<file path="src/rtl/display_pkg.sv">
// Shared scan-state encoding and segment constants for the display scan controller.
package display_pkg;

    typedef enum logic {
        ST_SCAN  = 1'b0,
        ST_GUARD = 1'b1
    } scan_state_e;

    localparam logic [6:0] SEG_BLANK = 7'h7F;
    localparam logic [6:0] SEG_ERR   = 7'b0000110;

endpackage

</file>
<file path="src/rtl/display_decoder.sv">
// 4-bit to active-low 7-segment decoder, segment order g..a = [6:0].
// Values 10-15 render the "E" error glyph.
module display_decoder
    import display_pkg::*;
(
    input  logic [3:0] nibble,
    output logic [6:0] seg
);

    always_comb begin
        seg = SEG_ERR;
        case (nibble)
            4'd0: seg = 7'b1000000;
            4'd1: seg = 7'b1111001;
            4'd2: seg = 7'b0100100;
            4'd3: seg = 7'b0110000;
            4'd4: seg = 7'b0011001;
            4'd5: seg = 7'b0010010;
            4'd6: seg = 7'b0000010;
            4'd7: seg = 7'b1111000;
            4'd8: seg = 7'b0000000;
            4'd9: seg = 7'b0010000;
            default: seg = SEG_ERR;
        endcase
    end

endmodule

</file>
<file path="src/rtl/display_scan_ctrl.sv">
// Multiplexed common-anode display scanner with shadowed value and frame-aligned commit.
//   state    | meaning
//   ST_SCAN  | digit idx lit for DWELL_CYCLES clocks
//   ST_GUARD | all digits dark for GUARD_CYCLES clocks, then advance idx
module display_scan_ctrl
    import display_pkg::*;
#(
    parameter int NUM_DIGITS   = 4,
    parameter int DWELL_CYCLES = 50000,
    parameter int GUARD_CYCLES = 100,
    parameter int CNT_W        = 16
) (
    input  logic                    clk,
    input  logic                    rst,
    input  logic                    load_valid,
    output logic                    load_ready,
    input  logic [4*NUM_DIGITS-1:0] load_data,
    input  logic [NUM_DIGITS-1:0]   blank_mask,
    output logic [6:0]              seg_out,
    output logic [NUM_DIGITS-1:0]   digit_en,
    output logic                    frame_sync
);

    localparam int IDX_W = $clog2(NUM_DIGITS);
    localparam logic [CNT_W-1:0] DWELL_LAST = CNT_W'(DWELL_CYCLES - 1);
    localparam logic [CNT_W-1:0] GUARD_LAST = CNT_W'(GUARD_CYCLES - 1);
    localparam logic [IDX_W-1:0] IDX_LAST   = IDX_W'(NUM_DIGITS - 1);

    scan_state_e             state_q, state_d;
    logic [IDX_W-1:0]        idx_q, idx_d;
    logic [CNT_W-1:0]        cnt_q, cnt_d;
    logic [4*NUM_DIGITS-1:0] shown_q, shown_d;
    logic [4*NUM_DIGITS-1:0] shadow_q, shadow_d;
    logic                    pending_q, pending_d;
    logic                    load_ready_q, load_ready_d;
    logic [6:0]              seg_out_q, seg_out_d;
    logic [NUM_DIGITS-1:0]   digit_en_q, digit_en_d;
    logic                    frame_sync_q, frame_sync_d;

    logic [3:0] dec_nibble;
    logic [6:0] dec_seg;
    logic       wrap;
    logic       lit;

    assign dec_nibble = shown_q[{idx_q, 2'b00} +: 4];

    display_decoder u_decoder (
        .nibble (dec_nibble),
        .seg    (dec_seg)
    );

    always_comb begin
        state_d      = state_q;
        idx_d        = idx_q;
        cnt_d        = cnt_q;
        shown_d      = shown_q;
        shadow_d     = shadow_q;
        pending_d    = pending_q;
        frame_sync_d = 1'b0;
        wrap         = 1'b0;

        case (state_q)
            ST_SCAN: begin
                if (cnt_q == DWELL_LAST) begin
                    state_d = ST_GUARD;
                    cnt_d   = '0;
                end else begin
                    cnt_d = cnt_q + CNT_W'(1);
                end
            end
            ST_GUARD: begin
                if (cnt_q == GUARD_LAST) begin
                    state_d = ST_SCAN;
                    cnt_d   = '0;
                    if (idx_q == IDX_LAST) begin
                        idx_d = '0;
                        wrap  = 1'b1;
                    end else begin
                        idx_d = idx_q + IDX_W'(1);
                    end
                end else begin
                    cnt_d = cnt_q + CNT_W'(1);
                end
            end
            default: begin
                state_d = ST_SCAN;
                cnt_d   = '0;
            end
        endcase

        // Only a value already pending commits here; an accept this cycle waits a frame.
        if (wrap) begin
            frame_sync_d = 1'b1;
            if (pending_q) begin
                shown_d   = shadow_q;
                pending_d = 1'b0;
            end
        end

        if (load_valid && load_ready_q) begin
            shadow_d  = load_data;
            pending_d = 1'b1;
        end

        load_ready_d = ~pending_d;

        lit        = (state_q == ST_SCAN) && !blank_mask[idx_q];
        seg_out_d  = SEG_BLANK;
        digit_en_d = '1;
        if (lit) begin
            seg_out_d         = dec_seg;
            digit_en_d[idx_q] = 1'b0;
        end
    end

    always_ff @(posedge clk) begin
        if (rst) begin
            state_q      <= ST_SCAN;
            idx_q        <= '0;
            cnt_q        <= '0;
            shown_q      <= '0;
            shadow_q     <= '0;
            pending_q    <= 1'b0;
            load_ready_q <= 1'b0;
            seg_out_q    <= SEG_BLANK;
            digit_en_q   <= '1;
            frame_sync_q <= 1'b0;
        end else begin
            state_q      <= state_d;
            idx_q        <= idx_d;
            cnt_q        <= cnt_d;
            shown_q      <= shown_d;
            shadow_q     <= shadow_d;
            pending_q    <= pending_d;
            load_ready_q <= load_ready_d;
            seg_out_q    <= seg_out_d;
            digit_en_q   <= digit_en_d;
            frame_sync_q <= frame_sync_d;
        end
    end

    assign load_ready = load_ready_q;
    assign seg_out    = seg_out_q;
    assign digit_en   = digit_en_q;
    assign frame_sync = frame_sync_q;

endmodule
</file>
<file path="config.mk">
export PLATFORM = sky130hd
export DESIGN_NAME = display_scan_ctrl
export DESIGN_NICKNAME = d
export VERILOG_FILES = /design/src/rtl/display_pkg.sv /design/src/rtl/display_decoder.sv /design/src/rtl/display_scan_ctrl.sv
export SDC_FILE = /design/constraint.sdc
export NUM_CORES = 1
export LEC_CHECK = 0
export BUFFER_PORTS_ARGS = -buffer_cell sky130_fd_sc_hd__buf_2
export CAP_MARGIN = 20
export CORE_MARGIN = 5
export CORE_UTILIZATION = 61
export CTS_CLUSTER_DIAMETER = 60
export DETAILED_ROUTE_END_ITERATION = 6
export PLACE_DENSITY = 0.91
export SYNTH_ARGS = -nofsm -noshare
export SYNTH_HDL_FRONTEND = slang
export SYNTH_SLANG_ARGS = --single-unit
</file>
<file path="constraint.sdc">
create_clock -name clk -period 4.1 [get_ports clk]
set_clock_uncertainty 0.2 [all_clocks]
set_input_delay 0.41 -clock clk [delete_from_list [all_inputs] [get_ports clk]]
set_output_delay 0.41 -clock clk [all_outputs]
set_load 0.02 [all_outputs]
</file>
==> results of run 1 <==
==> critical path, cell delays in order, from the launching register on <==
cell and delay, ps:
dfxtp_1 350, ha_1 240, or4bb_1 590, or4_1 850, o311ai_4 350, nor2_1 110
==> state kept, by name, summed over array words and instances (netlist names) <==
register	count
cnt_q	16
digit_en	4
frame_sync	1
idx_q	2
load_ready	1
pending_q	1
seg_out	7
shadow_q	16
shown_q	16
state_q	1
==> logic make-up (layout without fill, tap and decap cells) <==
| kind of cell | count (synthesis) | in the layout | share of synthesized area [%] |
|---|---|---|---|
| and+or+nand+nor | 120 | 120 | 21.9 |
| AOI/OAI and AO/OA | 72 | 72 | 14.4 |
| DFF | 65 | 65 | 47.0 |
| buffers and inverters | 27 | 61 | 4.02 |
| xor gates and xnor gates | 11 | 11 | 3.48 |
| adders and majority gates | 10 | 10 | 4.52 |
| muxes | 8 | 8 | 4.74 |
==> per-layer routing <==
layer  part of all wire, %  track usage (%)
met3                   5.5             4.86
met1                    45             24.1
met5                     0                0
met2                    47             29.6
met4                   2.2             9.97
==> synthesized netlist by cell type, types with 2 or more instances <==
master	count
a21oi_1	42
and3_1	4
buf_2	2
clkbuf_1	13
dfxtp_1	65
ha_1	10
inv_1	10
mux2i_1	3
mux4_2	4
nand2_1	47
nand3_1	24
nand4_1	2
nor2_1	18
nor2b_1	2
nor3_1	3
nor4_1	3
o21ai_0	22
o31ai_1	4
or4_1	6
or4bb_1	2
xnor2_1	7
xor2_1	4
==> path summary, 6_finish.rpt <==
check,end,start
setup / recovery,cnt_q[5],cnt_q[0]
hold / removal,shadow_q[12],load_data[12]
setup reg to reg,cnt_q[5],cnt_q[0]
hold reg to reg,cnt_q[0],cnt_q[0]
==> cell type report <==
class                   instances  area share [%]
multi-input cells             221            43.2
well taps                      52            2.07
clock inverters                 3            1.28
clock buffers                  12            4.94
inverters                      10            1.20
flip-flops and latches         65            41.5
repair buffers                 36            5.82
==> power breakdown <==
| group | internal [mW] | leakage [nW] | switching (mW) |
|---|---|---|---|
| registers | 0.647 | 0.528 | 0.00753 |
| logic | 0.0219 | 0.501 | 0.0353 |
| clock network | 0.309 | 0.102 | 0.229 |
| total | 0.978 | 1.13 | 0.272 |
==> cell usage in the layout (no fill, tap or decap), types with 2 or more instances in the layout <==
master and count:
dfxtp_1 65, nand2_1 47, a21oi_1 42, buf_2 35, nand3_1 24, o21ai_0 22
nor2_1 18, clkbuf_8 11, inv_1 10, ha_1 10, xnor2_1 7, or4_1 6
mux4_2 4, and3_1 4, o31ai_1 4, xor2_1 4, mux2i_1 3, nor4_1 3
nor3_1 3, nor2b_1 2, or4bb_1 2, nand4_1 2, clkinv_2 2
==> metrics by stage <==
stage	std cells	setup WS, ps	utilization [%]
after CTS	399	1290	71.6
after global routing	399	1150	71.6
final	399	1270	71.6
after global placement	384	1350	67.1
after detailed placement	384	1290	67.1
after floorplan	313	1620	-
==> impl_metrics.csv, run 1 <==
group,metric,value,unit
clocking,htree_num_levels,3,
floorplan,start_util,63.2,%
place,io_buffers,35,
floorplan,die_w,77.4,µm
synthesis,synth-edff-count,0,
synthesis,ys_warn_count,0,
global_routing,grt_pass1_vias,2027,
place,dp_hpwl,3.56,mm
setup_path,critPathRequiredTime,4090,ps
clocking,clockRootBuffer,"clkbuf_8",
synthesis,synth_area_leaders,"dfxtp_1 47%, a21oi_1 7.6%, nand2_1 6.4%",
clocking,ctsResizeCount,0,
floorplan,core_area,0.00438,mm²
power_and_ir_drop,p_leak,1.13,nW
synthesis,synth-main-ff-cell,"dfxtp_1",
synthesis,synth-async-reset-ratio,0,%
timing,fmax,353,MHz
floorplan,ioPinCount,36,
power_and_ir_drop,power.density,398,mW/mm²
power_and_ir_drop,total_power,1.25,mW
setup_path,reg2reg_depth,5,
worst_hold_path,hold-path-cell-count,3,
routing,wl,5.40,mm
timing,hold_viol_final,0,
global_routing,grt_overflow,0,
synthesis,syn_area_per_cell,8.85,µm²
clocking,clk_pin_slew_worst_paths,70,ps
layout,syn_to_final_growth,13.3,%
routing,ant_nets,0,
synthesis,syn-num-nets,346,
setup_path,worstSetupPathType,"reg2reg",
timing,slew_viol_final,0,
global_routing,grt_pass1_wl,9.16,mm
layout,seqCellArea,0.00130,mm²
routing,dr.first_iter.drc_count,194,
clocking,cts_sinks,65,
floorplan,die_y,77.4,µm
global_routing,grt_max_degree,40,
place,dpl-instance-area,0.00294,mm²
clocking,clk_path_buf_depth,2,
synthesis,synth_top_area_share,47.0,%
routing,wire_per_inst,13.5,µm
layout,stdcell_area,0.00314,mm²
global_routing,antenna_found_initial,0,
clocking,cts_buffers,9,
layout,multi_input_area,0.00136,mm²
clocking,hold_buffers,0,
routing,drtPass1Iterations,4,
synthesis,syn_inst,313,
synthesis,ys_types,38,
routing,vias,2253,
synthesis,syn_area,0.00277,mm²
power_and_ir_drop,vdd_ir_drop_max,0.280,mV
timing,period_share,69.1,%
synthesis,yosys.area.top_type,"dfxtp_1",
timing,fin_tns_setup,0,ps
run_status,status,"complete, no violations",
floorplan,rows,24,
layout,layout.nets,376,
routing,post-route-drc-count,0,
timing,setup_viol,0,
setup_path,cp.arrival,2830,ps
place,place.gp.congestion,0.822,
setup_path,rrSetupSlack,1270,ps
global_routing,grt_usage,18.9,%
timing,period_needed,2830,ps
timing,worstMarginPinSlew,907,ps
routing,viasPerCell,5.65,
clocking,post_cts_buffers,0,
floorplan,dieArea,0.00599,mm²
run,maxCapViolCount,0,
setup_path,worstSetupEndpointType,"flop",
timing,max_slew_margin,39.1,%
layout,drive_gt1_share,17.0,%
setup_path,cp_max_fo,20,
layout,fillCellCount,328,
timing,grt_setup_unrepaired,"false",
synthesis,yosysSeqAreaShare,47.0,%
timing,hold_slack,103,ps
setup_path,crit_path_start_kind,"flop",
worst_hold_path,hp-class,"in2reg",
clocking,clock_latency,340,ps
clocking,cts_tree,"yes",
synthesis,ys_ff_latch,65,
layout,diodes,0,
(Power assumes the default switching activity.)
==> inputs of run 2 (changes only) <==
--- a/config.mk
+++ b/config.mk
@@ -5,13 +5,14 @@
 export SDC_FILE = /design/constraint.sdc
 export NUM_CORES = 1
 export LEC_CHECK = 0
+export ABC_AREA = 1
 export BUFFER_PORTS_ARGS = -buffer_cell sky130_fd_sc_hd__buf_2
 export CAP_MARGIN = 20
 export CORE_MARGIN = 5
-export CORE_UTILIZATION = 61
+export CORE_UTILIZATION = 51
 export CTS_CLUSTER_DIAMETER = 60
 export DETAILED_ROUTE_END_ITERATION = 6
-export PLACE_DENSITY = 0.91
+export PLACE_DENSITY = 0.81
 export SYNTH_ARGS = -nofsm -noshare
 export SYNTH_HDL_FRONTEND = slang
 export SYNTH_SLANG_ARGS = --single-unit
==> constraint.sdc (replaced) <==
create_clock -name clk -period 2.3 [get_ports clk]
set_clock_uncertainty 0.2 [all_clocks]
set_input_delay 0.23 -clock clk [delete_from_list [all_inputs] [get_ports clk]]
set_output_delay 0.23 -clock clk [all_outputs]
set_load 0.02 [all_outputs]
==> impl_metrics.csv, run 2 <==
group,metric,value,unit
layout,final_core_util,63.2,%
power_and_ir_drop,total_power,2.31,mW
routing,dr.first_iter.drc_count,152,
clocking,cts_tree,"yes",
setup_path,cp.arrival,2030,ps
clocking,cts_buffers,9,
timing,hold_slack,179,ps
layout,layout.nets,473,
synthesis,synth-edff-count,0,
setup_path,worstPathCellList,"inv_2, nand2_1, a32oi_1, inv_1, ha_1, nor2_1, nor2_1, o21ai_1, nand2_1",
routing,viasPerCell,4.92,
routing,wl,5.91,mm
layout,stdcell_area,0.00348,mm²
routing,drtPass1Iterations,4,
global_routing,grt_pass1_vias,2355,
synthesis,synth-main-ff-cell,"dfxtp_1",
clocking,post_cts_buffers,0,
global_routing,grt_pass1_wl,10.4,mm
timing,period_share,86.6,%
synthesis,yosysSeqAreaShare,45.1,%
synthesis,syn_area,0.00288,mm²
routing,vias,2542,
synthesis,synth_most_common_cell,"nor2_1",
timing,grt_setup_unrepaired,"false",
synthesis,ys_warn_count,0,
layout,layout_common_cells,"74 x nor2_1, 66 x nand2_1, 65 x dfxtp_1",
routing,wire_per_inst,11.4,µm
synthesis,syn_area_per_cell,7.43,µm²
floorplan,rows,27,
floorplan,die_y,85.2,µm
synthesis,synth_top_area_share,45.1,%
timing,hold_viol_final,0,
setup_path,cp_slowest_cell,"a32oi_1",
timing,worstMarginPinSlew,774,ps
global_routing,antenna_found_initial,0,
layout,layout_commonest_cell,"nor2_1",
timing,setup_viol,0,
setup_path,crit_path_start_kind,"flop",
routing,ant_nets,0,
synthesis,ys_ff_latch,65,
setup_path,worstSetupEndpointType,"flop",
setup_path,cp_max_fo,12,
synthesis,synth-async-reset-ratio,0,%
synthesis,syn-num-nets,421,
timing,slew_viol_final,0,
floorplan,start_util,52.4,%
synthesis,synth_area_leaders,"dfxtp_1 45%, nor2_1 9.6%, nand2_1 8.6%",
synthesis,yosys.area.top_type,"dfxtp_1",
timing,fin_tns_setup,0,ps
layout,top_regs,"cnt_q: 16 flops, shadow_q: 16 flops, shown_q: 16 flops",
layout,drive_gt1_share,16.0,%
clocking,htree_num_levels,3,
synthesis,ys_types,28,
clocking,clockRootBuffer,"clkbuf_8",
power_and_ir_drop,power.density,665,mW/mm²
place,io_buffers,35,
floorplan,dieArea,0.00726,mm²
clocking,clk_path_buf_depth,2,
layout,diodes,0,
place,dpl-instance-area,0.00310,mm²
timing,period_needed,1990,ps
global_routing,grt_usage,17.9,%
place,dp_hpwl,4.08,mm
global_routing,grt_max_degree,35,
run,maxCapViolCount,0,
clocking,hold_buffers,17,
place,place.gp.congestion,0.918,
timing,max_slew_margin,48.3,%
power_and_ir_drop,vdd_ir_drop_max,0.526,mV
clocking,clk_pin_slew_worst_paths,70,ps
timing,fmax,502,MHz
setup_path,worstSetupPathType,"reg2reg",
floorplan,core_area,0.00551,mm²
synthesis,syn_inst,388,
floorplan,ioPinCount,36,
power_and_ir_drop,p_leak,1.43,nW
floorplan,die_w,85.2,µm
global_routing,grt_overflow,0,
run_status,status,"complete, no violations",
synthesis,synth_common_cells,"74 x nor2_1, 66 x nand2_1, 65 x dfxtp_1, 33 x inv_1, 23 x a21oi_1",
worst_hold_path,hp-class,"in2reg",
setup_path,critPathRequiredTime,2330,ps
routing,post-route-drc-count,0,
clocking,clock_latency,340,ps
layout,syn_to_final_growth,20.7,%
clocking,cts_sinks,65,
clocking,ctsResizeCount,0,
setup_path,max_stage_delay,390,ps
run 2: report_power, final:
| group | switching [mW] | total (mW) | internal [mW] |
|---|---|---|---|
| registers | 0.0105 | 1.17 | 1.16 |
| clock network | 0.425 | 0.985 | 0.560 |
| logic | 0.0892 | 0.158 | 0.0686 |
run 2: critical path, delay by kind of cell (launching register included):
family | cells | cell delay [ps]
compound gates | 2 | 460
simple gates | 4 | 310
flops | 1 | 340
fa+ha+maj | 1 | 240
buf+inv | 2 | 330
run 2: cells by family after synthesis:
family          after synthesis  share of synthesized area, %
simple gates                197                          30.4
flops                        65                          45.1
buf+inv                      56                          8.25
compound gates               52                          9.42
fa+ha+maj                    10                          4.34
xor+xnor                      8                          2.43
run 2: per-stage QoR:
| step | setup slack (ps) | std cells |
|---|---|---|
| floorplan | 383 | 388 |
| CTS | 307 | 517 |
| finish | 308 | 517 |
| detailed placement | 318 | 484 |
| global route | 121 | 517 |
| global placement | 402 | 484 |
run 2: final cells by class:
| class | instances | area (µm²) |
|---|---|---|
| multi-input combinational | 267 | 1340 |
| tap | 72 | 90.1 |
| clock inverter | 4 | 51.3 |
| timing repair buffer | 58 | 390 |
| fill | 461 | 2030 |
| sequential | 65 | 1300 |
| clock buffer | 12 | 155 |
| inverter | 39 | 146 |
run 2: path summary, 6_finish.rpt:
kind | start | to | slack, ps | depth (start not counted)
max | idx_q[0] | seg_out[0] | 310 | 9
min | blank_mask[3] | digit_en[1] | 180 | 6
max reg2reg | idx_q[0] | seg_out[0] | 310 | 9
min reg2reg | cnt_q[0] | cnt_q[0] | 250 | 1
run 2: layer usage:
layer  part of all wire (%)  track usage (%)
met1                     47             22.7
met2                     45             27.4
met3                    6.1             4.37
met4                    2.0             10.6
met5                      0                0
==> inputs of run 3 (changes only) <==
--- a/config.mk
+++ b/config.mk
@@ -9,10 +9,10 @@
 export BUFFER_PORTS_ARGS = -buffer_cell sky130_fd_sc_hd__buf_2
 export CAP_MARGIN = 20
 export CORE_MARGIN = 5
-export CORE_UTILIZATION = 51
+export CORE_UTILIZATION = 50
 export CTS_CLUSTER_DIAMETER = 60
 export DETAILED_ROUTE_END_ITERATION = 6
-export PLACE_DENSITY = 0.81
+export PLACE_DENSITY = 0.8
 export SYNTH_ARGS = -nofsm -noshare
 export SYNTH_HDL_FRONTEND = slang
 export SYNTH_SLANG_ARGS = --single-unit
==> impl_metrics.csv, run 3 (synthesis gave the netlist of run 2 again) <==
group,metric,value,unit
run_status,status,"complete, no violations",
worst_hold_path,hp-class,"in2reg",
routing,maxUsedRoutingLayer,"met4",
clocking,clockRootBuffer,"clkbuf_8",
layout,stdcell_area,0.00350,mm²
floorplan,rows,27,
clocking,clock_latency,350,ps
setup_path,critPathRequiredTime,2340,ps
clocking,cts_buffers,9,
timing,period_needed,2000,ps
timing,period_share,87.1,%
layout,stdcell_count,516,
routing,wl_met2,2.61,mm
routing,wl_met1,2.82,mm
timing,setup_viol,0,
routing,dr.first_iter.drc_count,142,
routing,vias,2534,
routing,drtPass1Iterations,4,
setup_path,cp.arrival,2040,ps
layout,diodes,0,
global_routing,grt_pass1_wl,10.5,mm
layout,drive_gt1_share,16.0,%
timing,worstMarginPinSlew,869,ps
routing,viasPerCell,4.91,
global_routing,grt_usage,17.9,%
setup_path,worstSetupEndpointType,"flop",
power_and_ir_drop,vdd_ir_drop_max,0.500,mV
place,dpl-instance-area,0.00309,mm²
place,dp_hpwl,4.14,mm
timing,max_slew_margin,41.9,%
clocking,clk_path_buf_depth,2,
clocking,cts_tree,"yes",
floorplan,dieArea,0.00738,mm²
clocking,cts_sinks,65,
routing,wl_met3,474,µm
floorplan,die_w,85.9,µm
routing,wire_per_inst,11.7,µm
clocking,htree_num_levels,3,
timing,setup_slack,296,ps
place,dp.cells,483,
global_routing,grt_pass1_vias,2388,
routing,ant_nets,0,
layout,layout.nets,472,
layout,top_regs,"cnt_q: 16 flops, shadow_q: 16 flops, shown_q: 16 flops",
timing,hold_viol_final,0,
setup_path,crit_path_start_kind,"flop",
setup_path,cp_max_fo,9,
floorplan,ioPinCount,36,
place,io_buffers,35,
layout,layout_common_cells,"74 x nor2_1, 66 x nand2_1, 65 x dfxtp_1",
timing,grt_setup_unrepaired,"false",
timing,fmax,499,MHz
global_routing,grt_overflow,0,
floorplan,die_y,85.9,µm
run,maxCapViolCount,0,
layout,layout_commonest_cell,"nor2_1",
setup_path,worstSetupPathType,"reg2reg",
floorplan,core_area,0.00554,mm²
global_routing,grt_max_degree,35,
layout,syn_to_final_growth,21.5,%
timing,fin_tns_setup,0,ps
place,place.gp.congestion,0.888,
timing,slew_viol_final,0,
routing,wl,6.06,mm
global_routing,antenna_found_initial,0,
clocking,clk_pin_slew_worst_paths,70,ps
clocking,ctsResizeCount,0,
routing,post-route-drc-count,0,
power_and_ir_drop,power.density,702,mW/mm²
floorplan,start_util,52.0,%
place,pre_cts_ws,309,ps
power_and_ir_drop,p_leak,1.45,nW
run 3: path summary, 6_finish.rpt:
kind                               startpoint           to  slack, ps  cells past startpoint
worst max-delay path                 idx_q[1]   seg_out[0]        300                      8
worst max register to register       idx_q[1]   seg_out[0]        300                      8
worst min-delay path            blank_mask[3]  digit_en[3]        170                      6
worst min register to register       cnt_q[0]     cnt_q[0]        250                      1
run 3: repair_timing:
| action | CTS | global route |
|---|---|---|
| hold buffers | 17 | 0 |
| buffers inserted | 0 | 0 |
| hold endpoints to repair | 20 | 0 |
run 3: metrics by stage:
| stage | util, % | hold slack (ps) | total power [mW] |
|---|---|---|---|
| finish | 63.2 | 169 | 2.46 |
| global route | 63.2 | 212 | 2.56 |
| CTS | 63.2 | 164 | 2.48 |
| detailed placement | 55.8 | 240 | 1.33 |
| floorplan | - | 213 | 1.28 |
| global placement | 55.8 | 226 | 1.32 |
run 3: layout make-up:
| cell class | count | area, µm² |
|---|---|---|
| fill | 494 | 2040 |
| multi-input combinational | 267 | 1340 |
| sequential | 65 | 1300 |
| timing repair buffer | 57 | 383 |
| clock buffer | 12 | 165 |
| inverter | 39 | 146 |
| tap | 72 | 90.1 |
| clock inverter | 4 | 73.8 |
run 3: report_power, final:
part | total [mW] | leakage (nW) | switching, mW | internal (mW)
combinational | 0.155 | 0.798 | 0.0878 | 0.0671
clock | 1.14 | 0.123 | 0.436 | 0.699
sequential | 1.17 | 0.529 | 0.0110 | 1.16
run 3: layer usage:
layer / global-route usage (%) / vias up
met5: 0 / -
met4: 10.1 / 0
met3: 4.71 / 17
met2: 27.0 / 85
met1: 23.1 / 1084
li1: - / 1348
run 3: critical path, cell delays in order (launching register included):
cell and delay, ps:
dfxtp_1 460, inv_2 130, a32oi_1 420, inv_1 160, ha_1 240, nor2_1 100
nor2_1 50, o21ai_1 70, nand2_1 60
